### src/rtl/prefetch_buffer_pkg.sv
// Shared constants and helpers for the instruction prefetch buffer.
// Instantiations take PREFETCH_DEPTH as the buffer depth.
package prefetch_buffer_pkg;

    localparam int         PREFETCH_DEPTH = 4;
    localparam logic [3:0] FULL_WORD_SEL  = 4'b1111;

    // A 2-byte-aligned fetch takes the upper half of the low word and the lower half of the next.
    function automatic logic [31:0] span_word(input logic [31:0] lo, input logic [31:0] hi);
        return {hi[15:0], lo[31:16]};
    endfunction

endpackage

### src/rtl/c2c_r.sv
// Read-only core-to-cache style bus: the master drives address, byte select and read enable,
// the slave answers with data and a same-cycle acknowledge.
interface c2c_r;
    logic [31:0] addr;
    logic [3:0]  sel;
    logic        re;
    logic [31:0] data;
    logic        ack;

    modport master (output addr, sel, re, input data, ack);
    modport slave  (input addr, sel, re, output data, ack);
endinterface

### src/rtl/prefetch_buffer.sv
// Instruction prefetch queue: streams sequential words into a circular buffer ahead of the PC
// and answers aligned and half-word-spanning fetches from it, redirecting on any out-of-window request.
module prefetch_buffer
    import prefetch_buffer_pkg::*;
#(
    parameter int          DEPTH    = PREFETCH_DEPTH,
    parameter logic [31:0] RESET_PC = 32'h0000_0000
) (
    input logic  clk,
    input logic  reset_n,
    c2c_r.slave  core_bus,
    c2c_r.master mem_bus
);

    localparam int            PW   = $clog2(DEPTH);
    localparam int            CW   = $clog2(DEPTH + 1);
    localparam logic [CW-1:0] FULL = CW'(DEPTH);

    logic [29:0]   head_word;
    logic [29:0]   fetch_word;
    logic [CW-1:0] count;
    logic [PW-1:0] rp;
    logic [31:0]   entries [DEPTH];

    logic [29:0]   req_word;
    logic [29:0]   off;
    logic          base_k0;
    logic          base_k1;
    logic          redirect;
    logic          pop;
    logic          push;
    logic          hit;
    logic          mem_re;
    logic [CW-1:0] need;
    logic [PW-1:0] slot_lo;
    logic [PW-1:0] slot_hi;
    logic [PW-1:0] slot_wr;

    // Window selection: the request may sit on the head word or one past it; anything else redirects.
    always_comb begin
        req_word = core_bus.addr[31:2];
        off      = req_word - head_word;
        base_k0  = (off == 30'd0);
        base_k1  = (off == 30'd1) && (count != '0);
        redirect = core_bus.re && !base_k0 && !base_k1;
        pop      = core_bus.re && base_k1;
        need     = CW'(base_k1) + CW'(core_bus.addr[1]);
        hit      = core_bus.re && !redirect && (count > need);
        slot_lo  = rp + PW'(base_k1);
        slot_hi  = slot_lo + PW'(1);
        mem_re   = (count != FULL);
        push     = mem_re && mem_bus.ack && !redirect;
        slot_wr  = rp + count[PW-1:0];
    end

    always_comb begin
        core_bus.ack  = hit;
        core_bus.data = core_bus.addr[1] ? span_word(entries[slot_lo], entries[slot_hi])
                                         : entries[slot_lo];
        mem_bus.addr  = {fetch_word, 2'b00};
        mem_bus.sel   = FULL_WORD_SEL;
        mem_bus.re    = mem_re;
    end

    // A redirect empties the window; data acked in that same cycle belongs to the old stream.
    always_ff @(posedge clk or negedge reset_n) begin
        if (!reset_n) begin
            head_word  <= RESET_PC[31:2];
            fetch_word <= RESET_PC[31:2];
            count      <= '0;
            rp         <= '0;
        end else if (redirect) begin
            head_word  <= req_word;
            fetch_word <= req_word;
            count      <= '0;
        end else begin
            if (pop) begin
                head_word <= head_word + 30'd1;
                rp        <= rp + PW'(1);
            end
            if (push) begin
                fetch_word <= fetch_word + 30'd1;
            end
            count <= count + CW'(push) - CW'(pop);
        end
    end

    always_ff @(posedge clk) begin
        if (push) begin
            entries[slot_wr] <= mem_bus.data;
        end
    end

endmodule

### src/flat_wrapper.sv
// flat-port wrapper written by rule: the top's interface ports become plain ports
module prefetch_buffer_flat import prefetch_buffer_pkg::*;
#(
    parameter int          DEPTH    = PREFETCH_DEPTH,
    parameter logic [31:0] RESET_PC = 32'h0000_0000
)
  (clk, reset_n, core_bus_addr, core_bus_sel, core_bus_re, core_bus_data, core_bus_ack, mem_bus_addr, mem_bus_sel, mem_bus_re, mem_bus_data, mem_bus_ack);
  c2c_r core_bus_i ();
  c2c_r mem_bus_i ();
  input logic clk;
  input logic reset_n;
  input wire logic [$bits(core_bus_i.addr)-1:0] core_bus_addr;
  input wire logic [$bits(core_bus_i.sel)-1:0] core_bus_sel;
  input wire logic [$bits(core_bus_i.re)-1:0] core_bus_re;
  output wire logic [$bits(core_bus_i.data)-1:0] core_bus_data;
  output wire logic [$bits(core_bus_i.ack)-1:0] core_bus_ack;
  output wire logic [$bits(mem_bus_i.addr)-1:0] mem_bus_addr;
  output wire logic [$bits(mem_bus_i.sel)-1:0] mem_bus_sel;
  output wire logic [$bits(mem_bus_i.re)-1:0] mem_bus_re;
  input wire logic [$bits(mem_bus_i.data)-1:0] mem_bus_data;
  input wire logic [$bits(mem_bus_i.ack)-1:0] mem_bus_ack;
  assign core_bus_i.addr = core_bus_addr;
  assign core_bus_i.sel = core_bus_sel;
  assign core_bus_i.re = core_bus_re;
  assign core_bus_data = core_bus_i.data;
  assign core_bus_ack = core_bus_i.ack;
  assign mem_bus_addr = mem_bus_i.addr;
  assign mem_bus_sel = mem_bus_i.sel;
  assign mem_bus_re = mem_bus_i.re;
  assign mem_bus_i.data = mem_bus_data;
  assign mem_bus_i.ack = mem_bus_ack;
  prefetch_buffer #(.DEPTH(DEPTH), .RESET_PC(RESET_PC)) u_core (.clk(clk), .reset_n(reset_n), .core_bus(core_bus_i), .mem_bus(mem_bus_i));
endmodule
### config.mk
export PLATFORM = sky130hd
export DESIGN_NAME = prefetch_buffer_flat
export DESIGN_NICKNAME = d
export VERILOG_FILES = /design/src/rtl/prefetch_buffer_pkg.sv /design/src/rtl/c2c_r.sv /design/src/rtl/prefetch_buffer.sv /design/src/flat_wrapper.sv
export SDC_FILE = /design/constraint.sdc
export NUM_CORES = 1
export LEC_CHECK = 0
export BUFFER_PORTS_ARGS = -buffer_cell sky130_fd_sc_hd__buf_2
export CORE_MARGIN = 2
export CORE_UTILIZATION = 30
export CTS_BUF_LIST = sky130_fd_sc_hd__clkbuf_16
export DETAILED_ROUTE_END_ITERATION = 10
export MAX_ROUTING_LAYER = met4
export SETUP_SLACK_MARGIN = 0.1
export SLEW_MARGIN = 20
export SYNTH_ARGS = -nofsm -noshare
export SYNTH_HDL_FRONTEND = slang
export SYNTH_SLANG_ARGS = --single-unit
### constraint.sdc
create_clock -name clk -period 7.4 [get_ports clk]
set_input_delay 0.74 -clock clk [delete_from_list [all_inputs] [get_ports clk]]
set_output_delay 0.74 -clock clk [all_outputs]
set_load 0.005 [all_outputs]
# Yosys cells after proc, flatten, opt, wreduce, memory -nomap -nowiden
# Memory sizes are Yosys's and may differ from the RTL's.
# Index checks and enable logic that the tools add are counted.
# W data, S select, Z words.
[word_totals]
elab_cells = 43
ram_bits = 128
reg_bits = 65
mem_count = 1
[mem_list]
columns = ["memory", "words", "width", "rd", "rd_clocked_by_memory_dff", "wr", "line_no", "source"]
rows = [
  ["u_core.entries", 4, 32, 2, 0, 1, "prefetch_buffer.sv:23", "logic [31:0] entries [DEPTH];"],
]
[op_classes]
n_eq_ne = 2
n_bitwise = 1
n_lt_le_gt_ge = 1
reduce_logical = 16
addsub = 10
mux = 8
[op_table]
columns = ["operator", "n"]
rows = [
  ["$mux W30", 4],
  ["$add A30 B1 Y30 const B", 2],
  ["$mux W32", 1],
  ["$eq A30 B1 Y1 const B", 1],
  ["$logic_not A30 Y1", 1],
  ["$sub A30 B30 Y30", 1],
  ["$logic_and A1 B1 Y1", 8],
  ["$add A2 B1 Y2 const B", 2],
  ["$reduce_bool A2 Y1", 2],
  ["$add A3 B1 Y3", 1],
  ["$gt A3 B3 Y1", 1],
  ["$logic_not A1 Y1", 3],
  ["$mux W3", 1],
  ["$ne A3 B3 Y1 const B", 1],
  ["$reduce_bool A3 Y1", 1],
  ["$sub A3 B1 Y3", 1],
  ["$add A1 B1 Y2", 1],
  ["$add A2 B1 Y2", 1],
  ["$add A2 B2 Y2", 1],
  ["$mux W1", 2],
  ["$reduce_and A2 Y1", 1],
  ["$not A1 Y1", 1],
]

# Depth between registers and ports, before layout
[logic_depth]
ltp_word = 10
depth_mapped = 21
ltp_nobuf = 21

# Worst setup path after synthesis
# Ideal clock, no wire load.
[synth_timing]
path_type = "in2out"
from = "input port core_bus_addr[2]"
to = "output port core_bus_data[19]"
required_ps = 6660
arrival_ps = 6052
path_slack_ps = 608
stages = 18
path_cell_list = "inv_1 -> ha_1 -> fa_1 -> nor2b_1 -> o31ai_4 -> a211o_1 -> a211oi_1 -> a211oi_1 -> or4_1 -> nor4_2 -> or4bb_1 -> nor3_1 -> ha_1 -> xor2_1 -> buf_1 -> buf_1 -> mux4_2 -> mux2_2"
[synth_via]
elab_chain_cells = 7
[synth_rtl]
columns = ["item", "line_no", "source"]
rows = [
  ["from (decl)", "flat_wrapper.sv:12", "input wire logic [$bits(core_bus_i.addr)-1:0] core_bus_addr;"],
  ["$sub A30 B30 Y30 *", "prefetch_buffer.sv:42", "off = req_word - head_word;"],
  ["$eq A30 B1 Y1 *", "prefetch_buffer.sv:44", "base_k1 = (off == 30'd1) && (count != '0);"],
  ["$logic_and A1 B1 Y1 *", "prefetch_buffer.sv:44", ""],
  ["$add A2 B1 Y2 *", "prefetch_buffer.sv:49", "slot_lo = rp + PW'(base_k1);"],
  ["$add A2 B1 Y2", "prefetch_buffer.sv:50", "slot_hi = slot_lo + PW'(1);"],
  ["$mem_v2 Z4 W32 *", "n/a", ""],
  ["$mux W32 *", "prefetch_buffer.sv:58", "core_bus.data = core_bus.addr[1] ? span_word(entries[slot_lo], entries[slot_hi])"],
  ["to (decl)", "flat_wrapper.sv:15", "output wire logic [$bits(core_bus_i.data)-1:0] core_bus_data;"],
]
# Mark *: on every way between the ends. The rest lies on a longest branch, timed or not.

# Worst setup path in the final report
[layout_timing]
from = "register u_core.head_word[7]"
to = "output port core_bus_data[14]"
[layout_via]
elab_chain_cells = 6
[layout_rtl]
columns = ["item", "line_no", "source"]
rows = [
  ["from (decl)", "prefetch_buffer.sv:19", "logic [29:0] head_word;"],
  ["from (signal assigned)", "prefetch_buffer.sv:68", "head_word <= RESET_PC[31:2];"],
  ["from (signal assigned)", "prefetch_buffer.sv:73", "head_word <= req_word;"],
  ["from (signal assigned)", "prefetch_buffer.sv:78", "head_word <= head_word + 30'd1;"],
  ["$sub A30 B30 Y30", "prefetch_buffer.sv:42", ""],
  ["$eq A30 B1 Y1", "prefetch_buffer.sv:44", ""],
  ["$logic_and A1 B1 Y1", "prefetch_buffer.sv:44", ""],
  ["$add A2 B1 Y2", "prefetch_buffer.sv:49", ""],
  ["$mem_v2 Z4 W32", "n/a", ""],
  ["$mux W32", "prefetch_buffer.sv:58", ""],
]
# Every way passes these cells.

==> results_dict.tcl <==
set metrics [dict create \
    clkLatencyLatePin_ps 430 \
    fin_nets 1308 \
    synth_adder_area_share 0.0442 \
    path_buf_inv 3 \
    layout-drive-gt1-share 0.229 \
    cts_resized 0 \
    cp_slowest_cell "or4bb_1" \
    avgSynthCellArea_um2 10.8 \
    netlist_area_um2 11700 \
    final_common_cell "nand2_1" \
    synth-edff-count 128 \
    max-slew-margin-rel 0.359 \
    grt_pass1_vias 8741 \
    synth-seq-cells 193 \
    synth-xor-area-share 0.0353 \
    arrival_ps 6200 \
    status "finished, final reports clean" \
    grt_antenna_before_repair 1 \
    dr.pass1.iters 5 \
    cp_cell_sequence "inv_1 > ha_1 > a21oi_1 > o21a_1 > o21ai_0 > or3_1 > a222oi_1 > and3_1 > nand4_1 > or4bb_1 > nor3_1 > ha_2 > xor2_4 > buf_4 > mux4_2 > mux2_2 > buf_2" \
    ys_async_sr_fraction 0.337 \
    critPathLaunchType "flip-flop" \
    clockBufferDepth 2 \
    max_slew.worst_pin.slew_ps 962 \
    drv_slew 0 \
    finalCriticalPeriod_ps 6940 \
    cts_tree "built" \
    clkSinkCount 193 \
    mostFrequentLayoutCells "nand2_1 (133), buf_2 (130), edfxtp_1 (128)" \
    post-dp-hpwl_mm 24.3 \
    routabilityCongestion 0.938 \
    die_h_um 201 \
    fin_crit_sh 0.937 \
    p_per_area_nw_per_um2 201 \
    critPathLaunch "u_core.head_word[7]" \
    ir_drop_v 0.000158 \
    synth-simple-area-share 0.141 \
    track_usage 0.164 \
    synthToLayoutAreaGrowth_pct 15.8 \
    post_cts_buffers 0 \
    crit_type "reg -> out" \
    ant_nets 0 \
    multi_input_area_um2 5830 \
    drv_cap 0 \
    slowest_delay_ps 580 \
    synth_compound_area_frac 0.145 \
    cp_top_family "simple AND/OR/NAND/NOR gates" \
    crit_required_ps 6660 \
    register_area_um2 5470 \
    endpoint_kind "primary output" \
    postLayoutCellArea_um2 13500 \
    grt_overflow_total 0 \
    fp.dieArea_um2 40500 \
    synth_top_area_share 0.329 \
    finalPower_mw 2.72 \
    numPortBuffers 130 \
    grt_first_pass_wirelength_mm 50.9 \
    power_leakage_nw 5.01 \
    synthFlopType "edfxtp_1" \
    netlist.top_cell.by_area "edfxtp_1" \
    instances_no_fill 1729 \
    synth.distinct_cells 71 \
    rsz0062_at_grt "no" \
    placed_area_um2 12900 \
    yosysWarnings 0 \
    grt_max_degree 67 \
    synth_top_family_by_area "compound AO/OA/AOI/OAI gates" \
    cts_root_buf "clkbuf_16" \
    wl_per_cell_um 18.8 \
    cp_max_fo 18 \
    start_util 0.303 \
    cts_hold_buf 0 \
    synthMuxAreaShare 0.130 \
    synth-seq-area-share 0.469 \
    fill_cells 3967 \
    coreArea_um2 38600 \
    cts_max_level 4 \
    drt_iter0_markers 886 \
    finalSetupTns_ps 0 \
    cts_buffers 17 \
    r2r_cells 19 \
    drc 0 \
    synth_area_leaders "edfxtp_1 (33%), dfrtp_1 (14%), mux4_2 (9.3%)" \
    clk_pin_slew_ps 80 \
    vias_per_cell 5.28 \
    finalSetupViolCount 0 \
    synthCells 1077 \
    min_path_type "in -> async" \
    drt-total-wl_mm 32.6 \
    vias 9121 \
    fin_worst_skew_ps 17.0 \
    boundaryPins 142 \
    dp_cells 1695 \
    dpl_worst_slack_ps 486 \
    reg2reg_from "u_core.head_word[7]" \
    layout_setup_ws_ps 464 \
    die_w_um 201 \
    fmax_mhz 144 \
    num_rows 72 \
    hold_viol 0 \
    path_depth 17 \
]
## cell type report
type / count / share of cell area
Multi-Input combinational cell: 789 / 0.431
Sequential cell: 193 / 0.405
Timing Repair Buffer: 149 / 0.0605
Tap cell: 518 / 0.0479
Clock buffer: 17 / 0.0315
Inverter: 46 / 0.0128
Clock inverter: 15 / 0.0108
Antenna cell: 2 / 0.000370
## path summary, 6_finish.rpt
| path | endpoint | slack [ps] |
|---|---|---|
| max reg2reg | u_core.count[2] | 2090 |
| min in group clk | u_core.entries[2][20] | 530 |
| max | core_bus_data[14] | 460 |
| min reg2reg | u_core.rp[0] | 560 |
| min | u_core.head_word[4] | 500 |
| max in group asynchronous | u_core.fetch_word[19] | 6300 |
## report_power, final
part / internal, mW / switching [mW] / leakage [nW] / total (mW)
sequential: 1.20 / 0.0450 / 1.95 / 1.25
clock: 0.447 / 0.438 / 0.276 / 0.885
combinational: 0.223 / 0.361 / 2.79 / 0.585
## metal layers
metal,vias up,part of all wire,track usage
li1,4309,-,-
met4,0,0.013,0.0341
met2,323,0.47,0.257
met5,-,0,-
met3,29,0.064,0.0292
met1,4460,0.45,0.225
## cells in the mapped netlist (14+ instances only)
cell / count
nand4_1: 21
buf_2: 14
dfrtp_1: 65
nor2_1: 62
clkbuf_1: 24
nand2_1: 133
mux4_2: 48
edfxtp_1: 128
xnor2_1: 21
and3_1: 21
nor3_1: 20
ha_1: 38
xor2_1: 26
inv_1: 46
a21oi_1: 55
o211ai_1: 26
mux2_2: 32
o21ai_0: 90
nand3_1: 29
## kinds of logic (layout without fill, tap and decap cells)
family / Yosys count / after routing
flops: 193 / 193
fa+ha+maj: 40 / 40
buf+inv: 99 / 227
simple gates: 343 / 343
xor+xnor: 47 / 47
mux: 87 / 87
other cells: 2 / 8
compound gates: 266 / 266
## sequential cells by signal (all words and copies together) (netlist names)
register	flops
u_core.rp	2
u_core.fetch_word	30
u_core.count	3
u_core.head_word	30
u_core.entries	128
## metrics by stage
step,hold slack (ps),util
3_5_place_dp,539,0.336
5_1_grt,500,0.351
2_1_floorplan,444,-
6_report,497,0.351
3_3_place_gp,530,0.336
4_1_cts,502,0.350
(Power assumes the default switching activity.)
